`src/rtl/seg_mux_capture.sv`:
```
// -----------------------------------------------------------------------------
// seg_mux_capture
//   Receive end of a dual-digit time-multiplexed 7-segment bus. The enables and
//   segments are synchronised, then a word must hold steady for SETTLE_CYCLES
//   consecutive samples before it is captured. A captured pattern is decoded
//   back to its hex nibble and stored in the digit register selected by the
//   enable. Once both digits have been captured, the pair is offered to a
//   consumer through valid/ack.
//
// Optional feature:
//   SEG_CAPTURE_ERRCNT_EN  when defined, err_count is a saturating count of err
//                          pulses. When undefined, err_count is tied to zero.
//
// Ports:
//   clk        in   1  system clock, rising edge
//   reset      in   1  synchronous active-high reset, clears all state
//   en_n       in   2  digit enables, active-low (bit0 = digit0, bit1 = digit1)
//   seg        in   7  segments, active-low (bit0 = a ... bit6 = g)
//   ack        in   1  consumer accepts the current pair (only while valid=1)
//   digit0     out  4  last decoded digit0 nibble
//   digit1     out  4  last decoded digit1 nibble
//   sum        out  5  digit0 + digit1
//   valid      out  1  both digits captured since the last accepted pair
//   err        out  1  one-cycle pulse: illegal enable or undecodable pattern
//   err_count  out  8  saturating error count (zero unless feature enabled)
// -----------------------------------------------------------------------------
module seg_mux_capture #(
   parameter int SETTLE_CYCLES = 4
) (
   input  logic       clk,
   input  logic       reset,
   input  logic [1:0] en_n,
   input  logic [6:0] seg,
   input  logic       ack,
   output logic [3:0] digit0,
   output logic [3:0] digit1,
   output logic [4:0] sum,
   output logic       valid,
   output logic       err,
   output logic [7:0] err_count
);

   localparam int CNT_W = $clog2(SETTLE_CYCLES + 1);

   typedef enum logic [1:0] {
      S_IDLE   = 2'd0,
      S_SETTLE = 2'd1,
      S_HOLD   = 2'd2
   } state_t;

   // Returns {decodable, nibble} for an active-low segment pattern.
   function automatic logic [4:0] seg_decode(input logic [6:0] s);
      logic [4:0] d;
      case (s)
         7'h40:   d = 5'h10;
         7'h79:   d = 5'h11;
         7'h24:   d = 5'h12;
         7'h30:   d = 5'h13;
         7'h19:   d = 5'h14;
         7'h12:   d = 5'h15;
         7'h02:   d = 5'h16;
         7'h78:   d = 5'h17;
         7'h00:   d = 5'h18;
         7'h10:   d = 5'h19;
         7'h08:   d = 5'h1A;
         7'h03:   d = 5'h1B;
         7'h46:   d = 5'h1C;
         7'h21:   d = 5'h1D;
         7'h06:   d = 5'h1E;
         7'h0E:   d = 5'h1F;
         default: d = 5'h00;
      endcase
      return d;
   endfunction

   // p0/p1 form the synchroniser; p2 is the previous synchronised sample.
   logic [1:0]     r_en_p0, r_en_p1, r_en_p2;
   logic [6:0]     r_seg_p0, r_seg_p1, r_seg_p2;
   state_t         r_state, w_state_nx;
   logic [CNT_W-1:0] r_cnt, w_cnt_nx;
   logic [3:0]     r_d0, r_d1, w_d0_nx, w_d1_nx;
   logic [1:0]     r_mask, w_mask_nx;
   logic           r_err, w_err_nx;
   logic           w_changed, w_capture, w_illegal;
   logic [4:0]     w_dec;

   assign valid  = (r_mask == 2'b11);
   assign digit0 = r_d0;
   assign digit1 = r_d1;
   assign sum    = {1'b0, r_d0} + {1'b0, r_d1};
   assign err    = r_err;

   always_comb begin
      w_state_nx = r_state;
      w_cnt_nx   = r_cnt;
      w_capture  = 1'b0;
      w_illegal  = 1'b0;
      w_changed  = ({r_en_p1, r_seg_p1} != {r_en_p2, r_seg_p2});

      if (r_en_p1 == 2'b11) begin
         w_state_nx = S_IDLE;
         w_cnt_nx   = '0;
      end else if (r_en_p1 == 2'b00) begin
         // Flag only the first cycle of a both-driven episode so a long
         // contention burst produces a single error pulse.
         w_state_nx = S_IDLE;
         w_cnt_nx   = '0;
         w_illegal  = (r_en_p2 != 2'b00);
      end else begin
         case (r_state)
            S_IDLE: begin
               w_state_nx = S_SETTLE;
               w_cnt_nx   = CNT_W'(1);
            end
            S_SETTLE: begin
               if (w_changed) begin
                  w_state_nx = S_SETTLE;
                  w_cnt_nx   = CNT_W'(1);
               end else if ((r_cnt + CNT_W'(1)) == CNT_W'(SETTLE_CYCLES)) begin
                  w_capture  = 1'b1;
                  w_state_nx = S_HOLD;
                  w_cnt_nx   = '0;
               end else begin
                  w_cnt_nx   = r_cnt + CNT_W'(1);
               end
            end
            S_HOLD: begin
               if (w_changed) begin
                  w_state_nx = S_SETTLE;
                  w_cnt_nx   = CNT_W'(1);
               end
            end
            default: begin
               w_state_nx = S_IDLE;
               w_cnt_nx   = '0;
            end
         endcase

         // With a one-sample settle window, the first sample already settles.
         if (SETTLE_CYCLES == 1 && w_state_nx == S_SETTLE) begin
            w_capture  = 1'b1;
            w_state_nx = S_HOLD;
            w_cnt_nx   = '0;
         end
      end
   end

   always_comb begin
      w_dec     = seg_decode(r_seg_p1);
      w_d0_nx   = r_d0;
      w_d1_nx   = r_d1;
      // Acceptance clears first so a capture on the same edge starts a new pair.
      w_mask_nx = (ack && valid) ? 2'b00 : r_mask;
      w_err_nx  = w_illegal || (w_capture && !w_dec[4]);
      if (w_capture && w_dec[4]) begin
         if (r_en_p1 == 2'b10) begin
            w_d0_nx      = w_dec[3:0];
            w_mask_nx[0] = 1'b1;
         end else begin
            w_d1_nx      = w_dec[3:0];
            w_mask_nx[1] = 1'b1;
         end
      end
   end

   always_ff @(posedge clk) begin
      if (reset) begin
         r_en_p0  <= 2'b11;
         r_en_p1  <= 2'b11;
         r_en_p2  <= 2'b11;
         r_seg_p0 <= 7'h7F;
         r_seg_p1 <= 7'h7F;
         r_seg_p2 <= 7'h7F;
         r_state  <= S_IDLE;
         r_cnt    <= '0;
         r_d0     <= 4'd0;
         r_d1     <= 4'd0;
         r_mask   <= 2'b00;
         r_err    <= 1'b0;
      end else begin
         r_en_p0  <= en_n;
         r_seg_p0 <= seg;
         r_en_p1  <= r_en_p0;
         r_seg_p1 <= r_seg_p0;
         r_en_p2  <= r_en_p1;
         r_seg_p2 <= r_seg_p1;
         r_state  <= w_state_nx;
         r_cnt    <= w_cnt_nx;
         r_d0     <= w_d0_nx;
         r_d1     <= w_d1_nx;
         r_mask   <= w_mask_nx;
         r_err    <= w_err_nx;
      end
   end

`ifdef SEG_CAPTURE_ERRCNT_EN
   logic [7:0] r_err_cnt;

   always_ff @(posedge clk) begin
      if (reset) begin
         r_err_cnt <= 8'd0;
      end else if (w_err_nx && (r_err_cnt != 8'hFF)) begin
         r_err_cnt <= r_err_cnt + 8'd1;
      end
   end

   assign err_count = r_err_cnt;
`else
   assign err_count = 8'd0;
`endif

endmodule

```
`config.mk`:
```
export PLATFORM = sky130hd
export DESIGN_NAME = seg_mux_capture
export DESIGN_NICKNAME = d
export VERILOG_FILES = /design/src/rtl/seg_mux_capture.sv
export SDC_FILE = /design/constraint.sdc
export NUM_CORES = 1
export LEC_CHECK = 0
export BUFFER_PORTS_ARGS = -buffer_cell sky130_fd_sc_hd__buf_2
export CELL_PAD_IN_SITES_DETAIL_PLACEMENT = 0
export CELL_PAD_IN_SITES_GLOBAL_PLACEMENT = 1
export CORE_MARGIN = 3
export CORE_UTILIZATION = 47
export CTS_CLUSTER_DIAMETER = 120
export DETAILED_ROUTE_END_ITERATION = 10
export GPL_TIMING_DRIVEN = 0
export PLACE_DENSITY = 0.83
export SYNTH_ARGS = -nofsm -noshare
export SYNTH_HDL_FRONTEND = slang
export SYNTH_SLANG_ARGS = --single-unit
```
`constraint.sdc`:
```
create_clock -name clk -period 3.15 [get_ports clk]
set_input_delay 0.7875 -clock clk [delete_from_list [all_inputs] [get_ports clk]]
set_output_delay 0.7875 -clock clk [all_outputs]
set_load 0.005 [all_outputs]
```
==> reports/qor.csv, run 1 <==
stage;metric;value;unit
global_route;vias in the first global route;1514;
final_layout;number of diodes added for antenna fixing;0;
final_layout;share of layout cells above drive strength 1;35.56;%
clocking;clk buf depth;2;
final_layout;fillers;404;
setup_path;critical path cell sequence;ha_1 > inv_1 > fa_1 > nor2b_1 > o21ai_0 > nand2b_1 > buf_2;
placement;placed wire-length estimate after detailed placement;3.061;mm
setup_path;Worst EP required;2360;ps
final_layout;total area of multi-input combinational cells;1252;um2
clocking;clock-pin slew of the registers on the worst-case setup and hold paths;80;ps
routing;DRT iter0 DRCs;93;
global_route;number of antenna violations at the first check in global routing;0;
clocking;clock tree from TritonCTS;yes;
clocking;CTS Sinks;43;
run;max capacitance violation total;0;
floorplanning;number of top-level pins;35;
floorplanning;core outline area;4474;um2
placement;final weighted congestion of routability-driven global placement;0.8548;
routing;detailed-router iteration count before antenna repair;4;
routing;post-detailed-route count of antenna-violating nets;0;
sta;final hold violations;0;
setup_path;Setup Crit Path Kind;reg -> out;
pwr;total power per unit cell area;403.7;nW/um2
global_route;pin count of the biggest net entering global routing;14;
yosys;EDFF count, synth;0;
global_route;overall fraction of global-route tracks in use;15.79;%
yosys;predominant post-synthesis flop cell;sky130_fd_sc_hd__dfxtp_1;
setup_path;Arrival @ worst endpoint;1660;ps
setup_path;FF-to-FF path depth;6;
setup_path;critical path capture point type;output pin;
floorplanning;width of the die;75.17;um
clocking;clock network latency to the later pin of the worst-skew pair;290;ps
sta;setup repair after global routing missed its margin;no;
sta;Final Slew Violations;0;
clocking;TritonCTS Buffers;5;
routing;detailed-route wire length;3.994;mm
clocking;number of resized instances in the post-cts repair step;0;
yosys;gate count after technology mapping;229;
sta;minimum period implied by the final worst setup slack;2451;ps
pwr;maximum ir drop on the vdd rail;0.3550;mV
routing;via density per instance;5.267;
yosys;sequential element share of the synthesized area;38.29;%
clocking;cts hold-fix bufs;0;
placement;Port Buf Inserts;26;
routing;vias;1696;
clocking;# H-tree levels;2;
sta;TNS Setup;0;ps
global_route;overflow left after global routing;0;
routing;Routed WL per cell;12.40;um
sta;final setup skew;6.132;ps
floorplanning;starting density of the core;50.25;%
global_route;first-pass GRT wire length;6.920;mm
hold_path;kind of path behind the tightest hold check;reg -> reg;
floorplanning;vertical die dimension;75.17;um
setup_path;Slowest cell on crit path;sky130_fd_sc_hd__fa_1;
pwr;Power, Total;1039;uW
yosys;per-instance average area after synthesis;9.818;um2
yosys;async set-reset flop share out of synthesis;0;%
clocking;number of setup buffers added after CTS;0;
final_layout;Layout Nets;288;
hold_path;Worst Hold Depth;1;
floorplanning;Row Count;24;
yosys;Seq cells post-synth;43;
yosys;post-synthesis cell area;2248;um2
setup_path;maximum single-stage delay on the critical path;400;ps
setup_path;startpoint kind of the worst setup timing path;register;
pwr;leakage power figure;0.001146;uW
floorplanning;die outline area;5650;um2
final_layout;growth of design area from synthesis to finish;14.47;%
sta;Period Utilization, post-route;77.82;%
routing;DRC violation count after routing;0;
yosys;number of distinct library cell variants in the gate-level netlist after synthesis;62;
setup_path;maximum fanout encountered on the critical timing path;3;
sta;Finish-stage setup viols;0;
yosys;count of yosys warnings during synthesis;0;
status;result of the run;complete, no violations;
clocking;clock tree root driver cell;sky130_fd_sc_hd__clkbuf_8;
final_layout;register area;860.8;um2
sta;peak clock frequency supported by timing;0.4079;GHz
routing by layer:
| metal | track usage, % | wire (um) | vias up | share of wire [%] |
|---|---|---|---|---|
| met1 | 21.69 | 1966 | 782 | 49 |
| met5 | 0 | 0 | - | 0 |
| met2 | 24.56 | 1820 | 42 | 46 |
| met4 | 4.078 | 38 | 0 | 0.95 |
| met3 | 4.406 | 169 | 6 | 4.2 |
| li1 | - | - | 866 | - |
worst paths after layout:
| path | startpoint | to | slack, ps |
|---|---|---|---|
| max | digit0[0] | sum[4] | 700 |
| min | r_seg_p0[5] | r_seg_p1[5] | 410 |
| max reg2reg | r_cnt[0] | digit1[3] | 1180 |
| min reg2reg | r_seg_p0[5] | r_seg_p1[5] | 410 |
cell families (layout without fill, tap and decap cells):
logic type | Yosys count | count (layout) | share of synthesized area [%]
AOI/OAI and AO/OA | 44 | 44 | 17.92
xor gates and xnor gates | 15 | 15 | 5.843
adders and majority gates | 7 | 7 | 4.229
buffers and inverters | 28 | 62 | 7.178
DFF | 43 | 43 | 38.29
muxes | 4 | 4 | 1.781
other | 1 | 8 | 0.1668
and+or+nand+nor | 87 | 87 | 24.60
layout make-up:
class                           count  share of cell area [%]
Tap cell                           52                   2.528
Inverter                            8                   1.167
Clock inverter                      1                  0.2917
Timing Repair Buffer               26                   5.056
Buffer                             20                   5.105
Clock buffer                        7                   3.743
Sequential cell                    43                   33.45
Multi-Input combinational cell    165                   48.66
worst max-delay path, delay by kind of cell, from the launching register on:
family / cells / cell delay [ps]
AO/OA/AOI/OAI: 1 / 80
adder cells (fa/ha/maj): 2 / 590
buffers and inverters: 2 / 170
flip-flops: 1 / 360
AND/OR/NAND/NOR: 2 / 190
registers in the layout, summed over array words and instances, names as in the netlist:
| name | flops |
|---|---|
| r_en_p0 | 2 |
| r_en_p1 | 2 |
| r_seg_p0 | 7 |
| r_seg_p1 | 7 |
| digit0 | 4 |
| r_cnt | 3 |
| err | 1 |
| r_state | 2 |
| r_mask | 2 |
| r_seg_p2 | 7 |
| r_en_p2 | 2 |
| digit1 | 4 |
synth_stat cells, drive strengths merged, types with 2 or more instances:
master	number	area (um2)
nor2b	5	31.28
a22oi	3	36.28
o41ai	2	17.52
or2	28	175.2
buf	16	116.4
o21ai	5	28.78
a2bb2oi	2	17.52
o21bai	2	15.01
mux2i	4	40.04
o211ai	2	28.78
nand2	6	22.52
a221oi	2	30.03
clkbuf	4	15.01
nor2	9	33.78
and2	4	26.28
xor2	13	113.9
inv	8	30.03
nand4	2	12.51
and3b	2	21.27
nand2b	8	50.05
o2111ai	3	56.31
a21oi	9	45.04
xnor2	2	17.52
nand3	5	30.03
nor4	2	12.51
dfxtp	43	860.8
and3	4	26.28
nor3	5	30.03
a211oi	2	20.02
a31oi	2	12.51
ha	6	75.07
metrics by stage:
| step | instance area, um2 | hold WS (ps) | std cells | utilization (%) | worst slack, ps |
|---|---|---|---|---|---|
| 6_report | 2574 | 408.8 | 322 | 57.52 | 698.6 |
| 4_1_cts | 2574 | 406.4 | 322 | 57.52 | 655.6 |
| 3_5_place_dp | 2470 | 393.4 | 314 | 55.20 | 987.0 |
| 2_1_floorplan | 2275 | 389.5 | 236 | - | 1168 |
| 3_3_place_gp | 2470 | 390.8 | 314 | 55.20 | 1002 |
| 5_1_grt | 2574 | 418.8 | 322 | 57.52 | 548.9 |
power breakdown:
part	switching, uW	internal, uW	total [uW]	leakage [uW]
registers	10.9	558	569	0.000352
clock network	177	199	376	0.0000505
logic	49.1	44.3	93.5	0.000744
cell usage in the layout, fill, tap and decap left out, types with 8 or more instances in the layout:
| master | synthesis | routed |
|---|---|---|
| sky130_fd_sc_hd__buf_4 | 12 | 12 |
| sky130_fd_sc_hd__nor2_1 | 9 | 9 |
| sky130_fd_sc_hd__conb_1 | 1 | 8 |
| sky130_fd_sc_hd__buf_2 | 3 | 29 |
| sky130_fd_sc_hd__or2_2 | 28 | 28 |
| sky130_fd_sc_hd__xor2_1 | 13 | 13 |
| sky130_fd_sc_hd__dfxtp_1 | 43 | 43 |
| sky130_fd_sc_hd__a21oi_1 | 9 | 9 |
| sky130_fd_sc_hd__nand2b_1 | 8 | 8 |
| sky130_fd_sc_hd__inv_1 | 8 | 8 |
Power figures use the tool's default switching activity.
==> run 2, diff against run 1 <==
--- a/config.mk
+++ b/config.mk
@@ -9,11 +9,11 @@
 export CELL_PAD_IN_SITES_DETAIL_PLACEMENT = 0
 export CELL_PAD_IN_SITES_GLOBAL_PLACEMENT = 1
 export CORE_MARGIN = 3
-export CORE_UTILIZATION = 47
+export CORE_UTILIZATION = 39
 export CTS_CLUSTER_DIAMETER = 120
 export DETAILED_ROUTE_END_ITERATION = 10
 export GPL_TIMING_DRIVEN = 0
-export PLACE_DENSITY = 0.83
+export PLACE_DENSITY = 0.73
 export SYNTH_ARGS = -nofsm -noshare
 export SYNTH_HDL_FRONTEND = slang
 export SYNTH_SLANG_ARGS = --single-unit
==> constraint.sdc (replaced) <==
create_clock -name clk -period 2.2 [get_ports clk]
set_input_delay 0.55 -clock clk [delete_from_list [all_inputs] [get_ports clk]]
set_output_delay 0.55 -clock clk [all_outputs]
set_load 0.005 [all_outputs]
==> reports/qor.csv, run 2 (synthesis gave the netlist of run 1 again) <==
stage;metric;value;unit
routing;post-detailed-route count of antenna-violating nets;0;
run;max capacitance violation total;0;
clocking;clock-pin slew of the registers on the worst-case setup and hold paths;90;ps
clocking;# H-tree levels;2;
routing;DRT iter0 DRCs;69;
floorplanning;number of top-level pins;35;
sta;peak clock frequency supported by timing;0.4739;GHz
pwr;maximum ir drop on the vdd rail;0.3323;mV
setup_path;Arrival @ worst endpoint;1560;ps
routing;detailed-router iteration count before antenna repair;4;
sta;minimum period implied by the final worst setup slack;2110;ps
sta;TNS Setup;0;ps
sta;final setup skew;9.282;ps
placement;final weighted congestion of routability-driven global placement;0.7669;
setup_path;Worst EP required;1650;ps
routing;DRC violation count after routing;0;
floorplanning;die outline area;6713;um2
final_layout;post-layout instance area;2658;um2
routing;Routed WL per cell;12.44;um
placement;Port Buf Inserts;26;
clocking;clock network latency to the later pin of the worst-skew pair;290;ps
global_route;first-pass GRT wire length;6.955;mm
setup_path;critical path capture point type;output pin;
sta;final hold violations;0;
status;result of the run;complete, no violations;
floorplanning;starting density of the core;40.58;%
floorplanning;vertical die dimension;81.93;um
setup_path;Setup Crit Path Kind;reg -> out;
sta;Period Utilization, post-route;95.92;%
clocking;clock tree from TritonCTS;yes;
final_layout;number of diodes added for antenna fixing;0;
clocking;clk buf depth;2;
final_layout;most frequent standard cell in the layout excluding fill and tap cells;sky130_fd_sc_hd__dfxtp_1;
floorplanning;width of the die;81.93;um
routing;via density per instance;4.827;
clocking;TritonCTS Buffers;5;
global_route;overflow left after global routing;0;
placement;placed standard-cell area;2495;um2
pwr;leakage power figure;0.001161;uW
sta;Final Slew Violations;0;
clocking;cts hold-fix bufs;0;
routing;detailed-route wire length;4.255;mm
placement;placed wire-length estimate after detailed placement;3.161;mm
global_route;number of antenna violations at the first check in global routing;0;
routing;vias;1651;
clocking;CTS Sinks;43;
sta;setup repair after global routing missed its margin;yes;
pwr;total power per unit cell area;628.9;nW/um2
setup_path;maximum fanout encountered on the critical timing path;3;
floorplanning;core outline area;5540;um2
final_layout;top flop regs;r_seg_p0 x7, r_seg_p1 x7, r_seg_p2 x7;
global_route;overall fraction of global-route tracks in use;13.47;%
hold_path;kind of path behind the tightest hold check;reg -> reg;
final_layout;share of layout cells above drive strength 1;38.15;%
global_route;vias in the first global route;1462;
final_layout;Layout Nets;288;
floorplanning;Row Count;27;
sta;Finish-stage setup viols;0;
final_layout;commonest cells after routing, fill and taps aside;sky130_fd_sc_hd__dfxtp_1 (39), sky130_fd_sc_hd__buf_2 (29), sky130_fd_sc_hd__or2_2 (28), sky130_fd_sc_hd__xor2_1 (13), sky130_fd_sc_hd__buf_4 (12);
setup_path;startpoint kind of the worst setup timing path;register;
clocking;clock tree root driver cell;sky130_fd_sc_hd__clkbuf_8;
final_layout;growth of design area from synthesis to finish;18.20;%
global_route;pin count of the biggest net entering global routing;15;
[run 2: worst max-delay path, cell delays in order, from the launching register on]
cell	delay [ps]
sky130_fd_sc_hd__dfxtp_2	370
sky130_fd_sc_hd__ha_4	140
sky130_fd_sc_hd__inv_1	50
sky130_fd_sc_hd__fa_2	370
sky130_fd_sc_hd__nor2b_1	120
sky130_fd_sc_hd__o21ai_1	70
sky130_fd_sc_hd__nand2b_1	60
sky130_fd_sc_hd__buf_2	100
[run 2: power breakdown]
part	switching [uW]	total (uW)	internal, uW
sequential	15.5	814	798
combinational	71.0	134	63.4
clock	271	723	453
total	357	1670	1310
[run 2: final timing paths]
path | cells past startpoint | slack [ps] | from | to
worst max-delay path | 7 | 90 | digit1[0] | sum[4]
worst min-delay path | 1 | 410 | r_seg_p0[5] | r_seg_p1[5]
worst max register to register | 5 | 200 | r_seg_p1[0] | digit1[2]
worst min register to register | 1 | 410 | r_seg_p0[5] | r_seg_p1[5]
[run 2: final cells by class]
| cell class | instances | area [um2] |
|---|---|---|
| buffer | 20 | 131.4 |
| clock buffer | 5 | 68.82 |
| clock inverter | 3 | 67.56 |
| fill | 535 | 2883 |
| inverter | 8 | 30.03 |
| multi-input combinational | 165 | 1271 |
| sequential | 43 | 868.3 |
| tap | 72 | 90.09 |
| timing repair buffer | 26 | 130.1 |
[run 2: metal layers]
layer | vias up | GRT usage (%) | part of all wire (%)
met5 | - | 0 | 0
met4 | 0 | 4.817 | 1.5
li1 | 865 | - | -
met1 | 748 | 17.92 | 49
met2 | 33 | 21.00 | 45
met3 | 5 | 3.399 | 4.6
[run 2: per-stage QoR]
step                      std cells  total power, uW  hold WS (ps)  setup slack [ps]  util, %
final                           342             1671         406.4             89.81    47.97
after global placement          334            967.0         391.0             266.3    45.03
after CTS                       342             1697         411.7             39.38    47.56
after global routing            342             1748         418.7            -2.410    47.97
after floorplan                 236            933.6         389.5             438.1        -
after detailed placement        334            967.8         392.3             246.7    45.03
[run 2: what timing repair did]
item,in CTS,in global routing
pin swaps,0,2
setup buffers,0,0
cloned,0,0
setup endpoints to repair,1,2
gates resized for setup,2,8
==> run 3, diff against run 2 <==
--- a/config.mk
+++ b/config.mk
@@ -7,9 +7,9 @@
 export LEC_CHECK = 0
 export BUFFER_PORTS_ARGS = -buffer_cell sky130_fd_sc_hd__buf_2
 export CELL_PAD_IN_SITES_DETAIL_PLACEMENT = 0
-export CELL_PAD_IN_SITES_GLOBAL_PLACEMENT = 1
+export CELL_PAD_IN_SITES_GLOBAL_PLACEMENT = 2
 export CORE_MARGIN = 3
-export CORE_UTILIZATION = 39
+export CORE_UTILIZATION = 32
 export CTS_CLUSTER_DIAMETER = 120
 export DETAILED_ROUTE_END_ITERATION = 10
 export GPL_TIMING_DRIVEN = 0
==> reports/qor.csv, run 3 (synthesis gave the netlist of run 1 again) <==
stage;metric;value;unit
status;result of the run;complete, no violations;
floorplanning;die outline area;8068;um2
sta;final setup skew;6.900;ps
routing;detailed-route wire length;4.497;mm
pwr;total power per unit cell area;623.6;nW/um2
global_route;overall fraction of global-route tracks in use;11.79;%
final_layout;Layout Nets;290;
setup_path;Largest delay share family, worst path;adder cells;
clocking;TritonCTS Buffers;5;
final_layout;share of layout cells above drive strength 1;37.87;%
final_layout;post-layout instance area;2691;um2
routing;DRT iter0 DRCs;57;
pwr;portion of total power attributed to sequential cells;48.6;%
routing;DRC violation count after routing;0;
pwr;switching component of the power;362.9;uW
routing;vias;1661;
setup_path;worst-case register-to-register setup slack;220;ps
pwr;share of total power in the clock network;43.4;%
routing;via density per instance;4.551;
placement;placed wire-length estimate after detailed placement;3.379;mm
clocking;clock tree root driver cell;sky130_fd_sc_hd__clkbuf_8;
setup_path;Worst Path Buf+Inv;2;
clocking;clock-pin slew of the registers on the worst-case setup and hold paths;80;ps
placement;Cell Count Post-Placement;355;
sta;final hold violations;0;
global_route;pin count of the biggest net entering global routing;15;
global_route;overflow left after global routing;0;
pwr;maximum ir drop on the vdd rail;0.3017;mV
setup_path;Slowest cell on crit path;sky130_fd_sc_hd__fa_2;
global_route;number of antenna violations at the first check in global routing;0;
clocking;CTS Sinks;43;
floorplanning;starting density of the core;34.24;%
setup_path;maximum fanout encountered on the critical timing path;2;
pwr;switching share of power;21.62;%
setup_path;critical path cell sequence;ha_4 > inv_1 > fa_2 > nor2b_1 > o21ai_1 > nand2b_1 > buf_2;
clocking;clock network latency to the later pin of the worst-skew pair;290;ps
placement;placed standard-cell area;2521;um2
floorplanning;width of the die;89.82;um
setup_path;startpoint kind of the worst setup timing path;register;
setup_path;Worst EP required;1650;ps
setup_path;maximum single-stage delay on the critical path;370;ps
floorplanning;number of top-level pins;35;
clocking;clock tree from TritonCTS;yes;
placement;final weighted congestion of routability-driven global placement;0.7836;
routing;post-detailed-route count of antenna-violating nets;0;
sta;TNS Setup;0;ps
sta;peak clock frequency supported by timing;0.4777;GHz
final_layout;growth of design area from synthesis to finish;19.70;%
sta;minimum period implied by the final worst setup slack;2093;ps
final_layout;fillers;661;
floorplanning;core outline area;6568;um2
global_route;vias in the first global route;1674;
setup_path;critical path capture point type;output pin;
floorplanning;Row Count;29;
clocking;clk buf depth;2;
setup_path;Arrival @ worst endpoint;1540;ps
global_route;first-pass GRT wire length;7.893;mm
routing;detailed-router iteration count before antenna repair;4;
pwr;cell-internal power;1315;uW
sta;Period Utilization, post-route;95.14;%
routing;Routed WL per cell;12.32;um
clocking;cts hold-fix bufs;0;
final_layout;final std cells w/o fill;365;
clocking;# H-tree levels;2;
final_layout;top flop regs;r_seg_p0 x7, r_seg_p1 x7, r_seg_p2 x7;
sta;Finish-stage setup viols;0;
pwr;Power, Total;1678;uW
pwr;leakage power figure;0.001171;uW
setup_path;Setup Crit Path Kind;reg -> out;
run;max capacitance violation total;0;
sta;Final Slew Violations;0;
pwr;logic gate share of total power;8.0;%
hold_path;kind of path behind the tightest hold check;reg -> reg;
placement;Port Buf Inserts;26;
sta;setup repair after global routing missed its margin;no;
final_layout;most frequent standard cell in the layout excluding fill and tap cells;sky130_fd_sc_hd__dfxtp_1;
floorplanning;vertical die dimension;89.82;um
final_layout;number of diodes added for antenna fixing;0;
final_layout;commonest cells after routing, fill and taps aside;sky130_fd_sc_hd__dfxtp_1 (40), sky130_fd_sc_hd__buf_2 (29), sky130_fd_sc_hd__or2_2 (28), sky130_fd_sc_hd__buf_4 (14), sky130_fd_sc_hd__xor2_1 (13);
final_layout;utilization after layout;40.98;%
## run 3: cell count changes in the layout (fill, tap and decap cells not counted), sizes merged
| cell | before | now |
|---|---|---|
| buf | 42 | 44 |
## run 3: layout make-up
class / count / area [um2] / area share (%)
clock inverter: 3 / 67.56 / 2.510
clock buffer: 5 / 68.82 / 2.557
sequential: 43 / 864.6 / 32.12
timing repair buffer: 28 / 145.1 / 5.393
multi-input combinational: 165 / 1267 / 47.09
inverter: 8 / 30.03 / 1.116
tap: 93 / 116.4 / 4.324
buffer: 20 / 131.4 / 4.881
## run 3: power by group through the flow
stage / registers [uW] / clock network [uW] / logic, uW
2_1_floorplan: 829 / 0 / 104
3_3_place_gp: 834 / 0 / 136
3_5_place_dp: 834 / 0 / 136
4_1_cts: 815 / 755 / 136
5_1_grt: 819 / 784 / 152
6_report: 815 / 729 / 135
## run 3: what timing repair did
action	CTS	global route
endpoints found under the hold margin	0	0
setup endpoints to repair	1	2
resized for setup	2	5
setup buffers	0	2
pin swaps	0	2
## run 3: worst paths after layout
kind	start	end	cells after the start
hold reg to reg	r_seg_p0[1]	r_seg_p1[1]	1
setup reg to reg	r_seg_p1[4]	digit0[3]	7
hold / removal	r_seg_p0[1]	r_seg_p1[1]	1
setup / recovery	digit1[0]	sum[4]	7
## run 3: metal layers
metal | share of wire [%] | global-route usage (%)
met1 | 50 | 15.51
met2 | 44 | 18.67
met3 | 4.9 | 3.088
met4 | 0.93 | 4.215
met5 | 0 | 0
## run 3: stage by stage
stage	setup slack [ps]	hold slack, ps
2_1_floorplan	438.1	389.5
3_3_place_gp	227.5	391.7
3_5_place_dp	206.9	394.2
4_1_cts	24.78	416.4
5_1_grt	2.627	416.0
6_report	106.8	412.3
